==> src/rtl/rx_iq_buffer.sv <==
// rx_iq_buffer: single-clock first-word-fall-through FIFO holding RX1/RX2 I/Q
// sample sets between the decimator and the bus interface. The head entry is
// presented on registered outputs. Pops come from rising edges of a read clock
// that is sampled in this clock domain.
module rx_iq_buffer #(
  parameter int DEPTH    = 16,
  parameter int IQ_WIDTH = 24
) (
  input  logic                       clk_in,
  input  logic                       reset,
  input  logic signed [IQ_WIDTH-1:0] rx1_i_in,
  input  logic signed [IQ_WIDTH-1:0] rx1_q_in,
  input  logic signed [IQ_WIDTH-1:0] rx2_i_in,
  input  logic signed [IQ_WIDTH-1:0] rx2_q_in,
  input  logic                       iq_valid,
  input  logic                       rx2_enable,
  input  logic                       IQ_RX_READ_REQ,
  input  logic                       IQ_RX_READ_CLK,
  input  logic                       clear_flags,
  output logic signed [IQ_WIDTH-1:0] RX1_I,
  output logic signed [IQ_WIDTH-1:0] RX1_Q,
  output logic signed [IQ_WIDTH-1:0] RX2_I,
  output logic signed [IQ_WIDTH-1:0] RX2_Q,
  output logic                       in_empty,
  output logic                       full,
  output logic [$clog2(DEPTH):0]     level,
  output logic                       overrun,
  output logic                       underrun
);

  localparam int AW = $clog2(DEPTH);
  localparam int EW = 4 * IQ_WIDTH;
  localparam logic [AW:0] LVL_FULL = (AW+1)'(DEPTH);

  logic [EW-1:0] mem_q [DEPTH];

  logic [AW-1:0] wp_q, wp_d;
  logic [AW-1:0] rp_q, rp_d;
  logic [AW:0]   level_q, level_d;
  logic          empty_q, empty_d;
  logic          full_q, full_d;
  logic [EW-1:0] head_q, head_d;
  logic          overrun_q, overrun_d;
  logic          underrun_q, underrun_d;
  logic          rd_clk_q;

  logic          pop_req;
  logic          pop_ok;
  logic          wr_ok;
  logic          is_empty;
  logic          is_full;
  logic [EW-1:0] wr_data;

  // Decode pop/write acceptance and compute every next-state value.
  always_comb begin
    is_empty = (level_q == '0);
    is_full  = (level_q == LVL_FULL);
    pop_req  = IQ_RX_READ_REQ & IQ_RX_READ_CLK & ~rd_clk_q;
    // A pop on an empty FIFO is ignored even if a write lands in the same cycle.
    pop_ok   = pop_req & ~is_empty;
    // When full, a simultaneous pop frees the slot the write needs.
    wr_ok    = iq_valid & (~is_full | pop_req);
    wr_data  = {rx1_i_in, rx1_q_in,
                rx2_enable ? rx2_i_in : '0,
                rx2_enable ? rx2_q_in : '0};

    wp_d    = wp_q + AW'(wr_ok);
    rp_d    = rp_q + AW'(pop_ok);
    level_d = level_q + (AW+1)'(wr_ok) - (AW+1)'(pop_ok);
    empty_d = (level_d == '0);
    full_d  = (level_d == LVL_FULL);

    // Head follows the next read pointer; a write into an empty FIFO is
    // forwarded directly since the array is not updated until this edge.
    head_d = head_q;
    if (level_d != '0) begin
      if (wr_ok && (wp_q == rp_d)) head_d = wr_data;
      else                         head_d = mem_q[rp_d];
    end

    overrun_d  = (overrun_q  & ~clear_flags) | (iq_valid & is_full & ~pop_req);
    underrun_d = (underrun_q & ~clear_flags) | (pop_req & is_empty);
  end

  // Control, flag and head registers with synchronous reset.
  always_ff @(posedge clk_in) begin
    if (reset) begin
      wp_q       <= '0;
      rp_q       <= '0;
      level_q    <= '0;
      empty_q    <= 1'b1;
      full_q     <= 1'b0;
      head_q     <= '0;
      overrun_q  <= 1'b0;
      underrun_q <= 1'b0;
      rd_clk_q   <= 1'b0;
    end else begin
      wp_q       <= wp_d;
      rp_q       <= rp_d;
      level_q    <= level_d;
      empty_q    <= empty_d;
      full_q     <= full_d;
      head_q     <= head_d;
      overrun_q  <= overrun_d;
      underrun_q <= underrun_d;
      rd_clk_q   <= IQ_RX_READ_CLK;
    end
  end

  // Sample storage; contents are don't-care after reset so it carries none.
  always_ff @(posedge clk_in) begin
    if (!reset && wr_ok) mem_q[wp_q] <= wr_data;
  end

  assign RX1_I    = head_q[EW-1 -: IQ_WIDTH];
  assign RX1_Q    = head_q[EW-IQ_WIDTH-1 -: IQ_WIDTH];
  assign RX2_I    = head_q[2*IQ_WIDTH-1 -: IQ_WIDTH];
  assign RX2_Q    = head_q[IQ_WIDTH-1:0];
  assign in_empty = empty_q;
  assign full     = full_q;
  assign level    = level_q;
  assign overrun  = overrun_q;
  assign underrun = underrun_q;

endmodule

==> config.mk <==
export PLATFORM = sky130hd
export DESIGN_NAME = rx_iq_buffer
export DESIGN_NICKNAME = d
export VERILOG_FILES = /design/src/rtl/rx_iq_buffer.sv
export SDC_FILE = /design/constraint.sdc
export NUM_CORES = 2
export LEC_CHECK = 0
export BUFFER_PORTS_ARGS = -buffer_cell sky130_fd_sc_hd__clkbuf_2
export CAP_MARGIN = 10
export CORE_ASPECT_RATIO = 0.6
export CORE_UTILIZATION = 62
export DETAILED_ROUTE_END_ITERATION = 8
export PLACE_DENSITY = 0.8
export SLEW_MARGIN = 15
export SYNTH_ARGS = -nofsm -noshare
export SYNTH_HDL_FRONTEND = slang
export SYNTH_SLANG_ARGS = --single-unit
==> constraint.sdc <==
create_clock -name clk_in -period 9.7 [get_ports clk_in]
set_input_delay 0.97 -clock clk_in [delete_from_list [all_inputs] [get_ports clk_in]]
set_output_delay 0.97 -clock clk_in [all_outputs]
set_load 0.05 [all_outputs]
# ---- Yosys cells after proc, flatten, opt, wreduce, memory -nomap -nowiden
# Memory sizes are Yosys's and may differ from the RTL's. A register that Yosys moved wholly into a read port is not among the register bits.
# Cells that the tools add are included.
dict set report totals {
  in_bits 103
  memories 1
  regBits 18
  word_cells 41
  ramBits 1536
}
dict set report op_classes {
  n_bitwise 17
  n_eq_ne 2
  n_reduce_logical 5
  add_sub_neg 4
  n_mux 4
}
# name words word_bits rd rd_clocked_by_memory_dff write_ports line
set mem_list {}
lappend mem_list {mem_q 16 96 1 1 1 35} ;# logic [EW-1:0] mem_q [DEPTH];
# cell count
set ops {}
lappend ops {{$mux W24} 2}
lappend ops {{$eq A5 B5 Y1 const B} 2}
lappend ops {{$logic_not A5 Y1} 2}
lappend ops {{$and A1 B1 Y1} 9}
lappend ops {{$add A4 B1 Y4} 2}
lappend ops {{$add A5 B1 Y5} 1}
lappend ops {{$not A1 Y1} 5}
lappend ops {{$reduce_bool A5 Y1} 1}
lappend ops {{$sub A5 B1 Y5} 1}
lappend ops {{$or A1 B1 Y1} 3}
lappend ops {{$mux W1} 2}
lappend ops {{$logic_and A1 B1 Y1} 1}
lappend ops {{$logic_not A1 Y1} 1}

# ---- Depth between registers and ports, before layout
dict set report logic_depth {
  ltp_word 7
  ltp_mapped 18
  depth_no_buf 16
}

# ---- Worst setup path after synthesis
# Ideal clock, no wire load.
dict set report synth_timing {
  path_type {register to register}
  from {register level_q[2], in the netlist level[2]}
  to {memory mem_q[0][0] (netlist bit), enable pin}
  period_less_slack_ns 8.966
  arrival_time_ns 8.298
  setup_slack_ns 0.734
  setup_time_ns 0.668
  stages_incl_launch_ff 10
  path_cell_list {dfxtp_1 -> inv_1 -> ha_1 -> nor3b_1 -> nand3_1 -> nand2_1 -> inv_1 -> nand2_1 -> or3_1 -> nor3_1}
}
dict set report synth_via {
  elab_chain_len 7
}
# item line
set synth_rtl {}
lappend synth_rtl {{start, declared} 39} ;# logic [AW:0] level_q, level_d;
lappend synth_rtl {{start signal, assigned} 100} ;# level_q <= level_d;
lappend synth_rtl {{$eq A5 B5 Y1} 57} ;# is_full = (level_q == LVL_FULL);
lappend synth_rtl {{$not A1 Y1} 62} ;# wr_ok = iq_valid & (~is_full | pop_req);
lappend synth_rtl {{$or A1 B1 Y1} 62}
lappend synth_rtl {{$and A1 B1 Y1} 62}
lappend synth_rtl {{$logic_and A1 B1 Y1} 112} ;# if (!reset && wr_ok) mem_q[wp_q] <= wr_data;
lappend synth_rtl {{$mux W1} 112}
lappend synth_rtl {{$mux W1 (implied by the code)} 112}
lappend synth_rtl {{end, declared} 35}
# No other way between the ends.

# ---- Worst setup path after layout
dict set report layout_timing {
  from {register level_q[2], in the netlist level[2]}
  to {register head_q[85], read port of mem_q}
}
# item line
set layout_rtl {}
lappend layout_rtl {{$logic_not A5 Y1} 56} ;# is_empty = (level_q == '0);
lappend layout_rtl {{$not A1 Y1} 60} ;# pop_ok = pop_req & ~is_empty;
lappend layout_rtl {{$and A1 B1 Y1} 60}
lappend layout_rtl {{$add A4 B1 Y4} 68} ;# rp_d = rp_q + AW'(pop_ok);
lappend layout_rtl {{named net rp_d[1]} 38} ;# logic [AW-1:0] rp_q, rp_d;
lappend layout_rtl {{end, declared} 42} ;# logic [EW-1:0] head_q, head_d;
# The timed path passes the listed nets, and every way through them passes these cells.
# A chain may end at the register's enable or synchronous reset.

==> key figures <==
Run status
  – Outcome: finished clean

Worst setup path
  – Category of the most critical setup path: register to register
  – R2R cell count: 15
  – Buffer and inverter count on the worst path: 4
  – CP Data Required Time: 10,350 ps
  – Start of the worst register-to-register path: level[2]
  – Endpoint of the worst register-to-register path: head_q[85]
  – Reg-to-reg setup timing slack: 3850 ps
  – Delay-heaviest family, CP: buffers and inverters
  – Maximum single-stage delay on the critical path: 690 ps
  – Startpoint type of the worst setup path: register
  – Critical Path Sink Type: register
  – Slowest CP cell: sky130_fd_sc_hd__buf_4
  – Sequence of cells on the critical path: inv_1, ha_1, nor3b_1, nor2b_1, nor2_1, ha_4, ha_4, buf_12, buf_4, buf_4, mux4_2, nor2b_1, a211oi_1, a211oi_1, a221o_1
  – Maximum net fanout on the critical path: 134
  – Worst endpoint data arrival time: 6500 ps

Yosys
  – Mapped Area: 0.0628 sq mm
  – Number of distinct library cell variants in the gate-level netlist after synthesis: 35
  – Portion of the post-synthesis area used by sequential elements: 77.1%
  – Number of storage elements in the synthesis netlist: 1,650
  – Post-Synthesis Mean Instance Area: 22.1 sq um
  – Cell count after synthesis: 2,848
  – Total nets after synthesis: 2,962
  – Synth warnings: 0

Placed design
  – Placed cell count: 4,269
  – Worst setup timing slack at the placement stage: 3890 ps
  – Weighted congestion reported at the end of routability-driven placement: 0.759
  – Post-detail-place hpwl: 70.1 mm
  – Placed Area: 0.0655 sq mm
  – Quantity of I/O buffers inserted on ports: 207

STA
  – Skew final: 28.8 ps
  – Count of endpoints failing hold in the final timing report: 0
  – Portion of the clock cycle consumed by the worst path in the final layout: 60.3%
  – Setup ws final: 3850 ps
  – Setup Viol. Count Final: 0
  – Slew at the pin with the worst max-slew slack: 1150 ps
  – Fin Setup TNS: 0 ps
  – Slew Limit Headroom: 23.2%
  – Time the worst path needs with I/O delays and setup: 5850 ps
  – Maximum frequency from static timing analysis: 0.171 GHz
  – RSZ-0062 raised after global routing: false
  – Final-report max-slew violation count: 0

GRT
  – Grt total ovfl: 0
  – Number of global-route vias before repair: 32,148
  – Number of antenna violations at the first check in global routing: 7
  – Pin count of the biggest net entering global routing: 159
  – Overall fraction of global-route tracks in use: 28.4%
  – Wire length of the first global-routing pass: 210 mm

Floorplan
  – Core footprint: 0.100 sq mm
  – Total die area: 0.103 sq mm
  – # rows: 90
  – Die width: 413 microns
  – IO Count: 208
  – Starting density of the core: 62.5%
  – Die height: 249 microns

Finish
  – Finished Layout Cells: 4,532
  – Fill cell instance count of the final layout: 5,787
  – Final layout net count: 3,191
  – Area growth from synthesis to layout: 11.5%
  – Final Cell Area: 0.0700 sq mm
  – Fraction of final layout cells with drive strength greater than 1: 27.7%

Power and ir drop
  – Cell Pwr Density: 246 mW/mm^2
  – VDD IR max: 0.231 mV
  – Static power due to leakage: 21.8 nW
  – Combinational share of power: 19.3%
  – Clock share of power: 32.3%
  – Register share of total power: 48.4%
  – Final Total Pwr: 17.2 mW
  – Net Sw Power: 4.82 mW
  – Cell internal power dissipation: 12.4 mW
  – Share of total power consumed by net switching: 28.0%

Clocking
  – CTS root buffer: sky130_fd_sc_hd__clkbuf_16
  – Clk sinks: 1,650
  – H-tree lvl count: 4
  – Clock tree from TritonCTS: yes
  – Clock latency of the later-clocked register in the worst-skew pair: 770 ps
  – Number of buffers inserted for hold repair after clock tree synthesis: 0
  – Cells resized by post-CTS repair: 0
  – Post-CTS Repair Setup Buffers: 0
  – CTS clk-pin slew, worst paths: 60 ps
  – TritonCTS Buffers: 140
  – Number of buffers between clock root and the deepest sink: 3

Min path
  – Number of cells on the worst hold path: 2
  – Hold path startpoint: IQ_RX_READ_CLK
  – Hold WC Path Type: primary input to register
  – Capture endpoint of the worst hold path: rd_clk_q

Route
  – Total number of vias: 30,698
  – Wire length on met2: 71.9 mm
  – Remaining number of nets flagged by the antenna check after routing: 0
  – Top metal layer carrying routed signals: met5
  – Mean number of vias per cell: 6.77
  – Met3 wire length: 13.1 mm
  – Post-Route WL: 142 mm
  – First DRT Iteration DRCs: 3,923
  – Met1 layer wirelength in the final routing: 53.9 mm
  – Length of the first detailed-routing pass in iterations: 7
  – Wire length per cell: 31.4 microns
  – Final routed DRC violation total: 0

Run
  – Number of max-capacitance violations reported: 0
==> synth_stat cells <==
library cell                instances  area share, %
sky130_fd_sc_hd__edfxtp_1        1536             73
sky130_fd_sc_hd__mux4_2           384             14
sky130_fd_sc_hd__a211oi_1         192            2.3
sky130_fd_sc_hd__dfxtp_1          114            3.6
sky130_fd_sc_hd__nor2b_1          104            1.0
sky130_fd_sc_hd__a221o_1           96            1.5
sky130_fd_sc_hd__mux2i_1           96            1.5
sky130_fd_sc_hd__clkbuf_1          92           0.55
sky130_fd_sc_hd__buf_2             69           0.55
sky130_fd_sc_hd__and2_1            51           0.51
sky130_fd_sc_hd__nor2_1            24           0.14
sky130_fd_sc_hd__buf_1             12          0.072
sky130_fd_sc_hd__ha_1              10           0.20
sky130_fd_sc_hd__inv_1             10          0.060
sky130_fd_sc_hd__xor2_1             7          0.098
sky130_fd_sc_hd__nand2b_1           6          0.060
sky130_fd_sc_hd__buf_4              5          0.060
sky130_fd_sc_hd__nand2_1            5          0.030
sky130_fd_sc_hd__nand3_1            5          0.040
sky130_fd_sc_hd__nor3_1             5          0.040
sky130_fd_sc_hd__xnor2_1            5          0.070
sky130_fd_sc_hd__a21oi_1            4          0.032
sky130_fd_sc_hd__nand3b_1           3          0.036
sky130_fd_sc_hd__a2111oi_0          2          0.028
sky130_fd_sc_hd__a21o_1             1          0.012
sky130_fd_sc_hd__a311oi_1           1          0.014
sky130_fd_sc_hd__fa_1               1          0.032
sky130_fd_sc_hd__nand4_1            1          0.010
sky130_fd_sc_hd__nor3b_1            1          0.012
sky130_fd_sc_hd__nor3b_2            1          0.020
sky130_fd_sc_hd__o211ai_2           1          0.020
sky130_fd_sc_hd__o21ai_1            1         0.0080
sky130_fd_sc_hd__o22ai_1            1          0.010
sky130_fd_sc_hd__or3_1              1          0.010
sky130_fd_sc_hd__xor3_1             1          0.038
==> how the worst max path moves through the flow <==
stage / start / endpoint / slack, ps / cells after the start
2_1_floorplan: level[2] / mem_q[0][0] / 730 / 9
3_3_place_gp: IQ_RX_READ_CLK / head_q[73] / 3930 / 16
3_5_place_dp: IQ_RX_READ_CLK / head_q[6] / 3890 / 17
4_1_cts: level[3] / head_q[85] / 3970 / 15
5_1_grt: level[3] / head_q[85] / 3740 / 15
6_report: level[2] / head_q[85] / 3850 / 15
==> power groups by stage <==
stage	Sequential (mW)	Clock (mW)	Combinational [mW]
after floorplan	9.12	0	1.81
after global placement	8.47	0	3.25
after detailed placement	8.48	0	3.33
after CTS	8.33	5.62	3.36
after global routing	8.35	5.89	3.51
final	8.33	5.56	3.33
==> sequential cells by signal, summed over array words and instances, names as in the netlist, 4 cells and up <==
name	flops
head_q	96
level	5
mem_q	1536
rp_q	4
wp_q	4
==> through the flow <==
stage,utilization [%],hold WS (ps)
after global routing,69.7,431
after detailed placement,65.2,474
final,69.7,440
after floorplan,-,587
after CTS,69.7,396
after global placement,65.2,472
==> cell families after synthesis <==
| group | share of synthesized area, % |
|---|---|
| AO/OA/AOI/OAI | 3.95 |
| XOR/XNOR | 0.205 |
| adder cells (fa/ha/maj) | 0.231 |
| buffers and inverters | 1.29 |
| flip-flops | 77.1 |
| multiplexers | 15.3 |
| AND/OR/NAND/NOR | 1.94 |
==> placed cells by master, fill, tap and decap left out, types with 3 or more instances in the layout <==
cell type,synthesis,final
sky130_fd_sc_hd__edfxtp_1,1536,1536
sky130_fd_sc_hd__mux4_2,384,384
sky130_fd_sc_hd__clkbuf_2,0,207
sky130_fd_sc_hd__a211oi_1,192,192
sky130_fd_sc_hd__clkbuf_16,0,142
sky130_fd_sc_hd__dfxtp_1,114,114
sky130_fd_sc_hd__nor2b_1,104,104
sky130_fd_sc_hd__mux2i_1,96,96
sky130_fd_sc_hd__a221o_1,96,96
sky130_fd_sc_hd__and2_1,51,51
sky130_fd_sc_hd__buf_4,5,49
sky130_fd_sc_hd__clkbuf_1,92,35
sky130_fd_sc_hd__clkinv_2,0,27
sky130_fd_sc_hd__clkbuf_8,0,15
sky130_fd_sc_hd__nor2_4,0,13
sky130_fd_sc_hd__clkinv_1,0,12
sky130_fd_sc_hd__nor2_1,24,11
sky130_fd_sc_hd__inv_1,10,10
sky130_fd_sc_hd__buf_12,0,9
sky130_fd_sc_hd__ha_1,10,8
sky130_fd_sc_hd__bufinv_16,0,8
sky130_fd_sc_hd__nand2b_1,6,6
sky130_fd_sc_hd__inv_6,0,6
sky130_fd_sc_hd__clkinvlp_4,0,6
sky130_fd_sc_hd__nand3_1,5,5
sky130_fd_sc_hd__nand2_1,5,5
sky130_fd_sc_hd__xnor2_1,5,5
sky130_fd_sc_hd__xor2_1,7,5
sky130_fd_sc_hd__clkinv_8,0,5
sky130_fd_sc_hd__nor3_2,0,4
sky130_fd_sc_hd__a21oi_1,4,4
sky130_fd_sc_hd__diode_2,0,3
sky130_fd_sc_hd__nand3b_1,3,3
==> worst register-to-register path, cell delays in order (launching register included) <==
cell and delay [ps]:
sky130_fd_sc_hd__dfxtp_1 340, sky130_fd_sc_hd__inv_1 80, sky130_fd_sc_hd__ha_1 130, sky130_fd_sc_hd__nor3b_1 360
sky130_fd_sc_hd__nor2b_1 240, sky130_fd_sc_hd__nor2_1 110, sky130_fd_sc_hd__ha_4 180, sky130_fd_sc_hd__ha_4 680
sky130_fd_sc_hd__buf_12 670, sky130_fd_sc_hd__buf_4 870, sky130_fd_sc_hd__buf_4 700, sky130_fd_sc_hd__mux4_2 440
sky130_fd_sc_hd__nor2b_1 140, sky130_fd_sc_hd__a211oi_1 340, sky130_fd_sc_hd__a211oi_1 120, sky130_fd_sc_hd__a221o_1 310
==> area by class of cell <==
cell class              count  area, sq um  share of cell area, %
diodes                      3         7.51                 0.0107
clock buffers             192         3890                   5.56
inverters                  10         37.5                 0.0536
clock inverters            68          657                  0.938
flip-flops and latches   1650        48400                   69.1
repair buffers            265         1580                   2.26
multi-input cells        1010        13800                   19.7
well taps                1334         1670                   2.38
==> per-layer routing <==
| layer | global-route usage [%] | vias up |
|---|---|---|
| li1 | - | 12565 |
| met1 | 39.5 | 16149 |
| met2 | 46.7 | 1773 |
| met3 | 4.90 | 203 |
| met4 | 8.51 | 8 |
| met5 | 0 | - |
(Power assumes the default switching activity.)
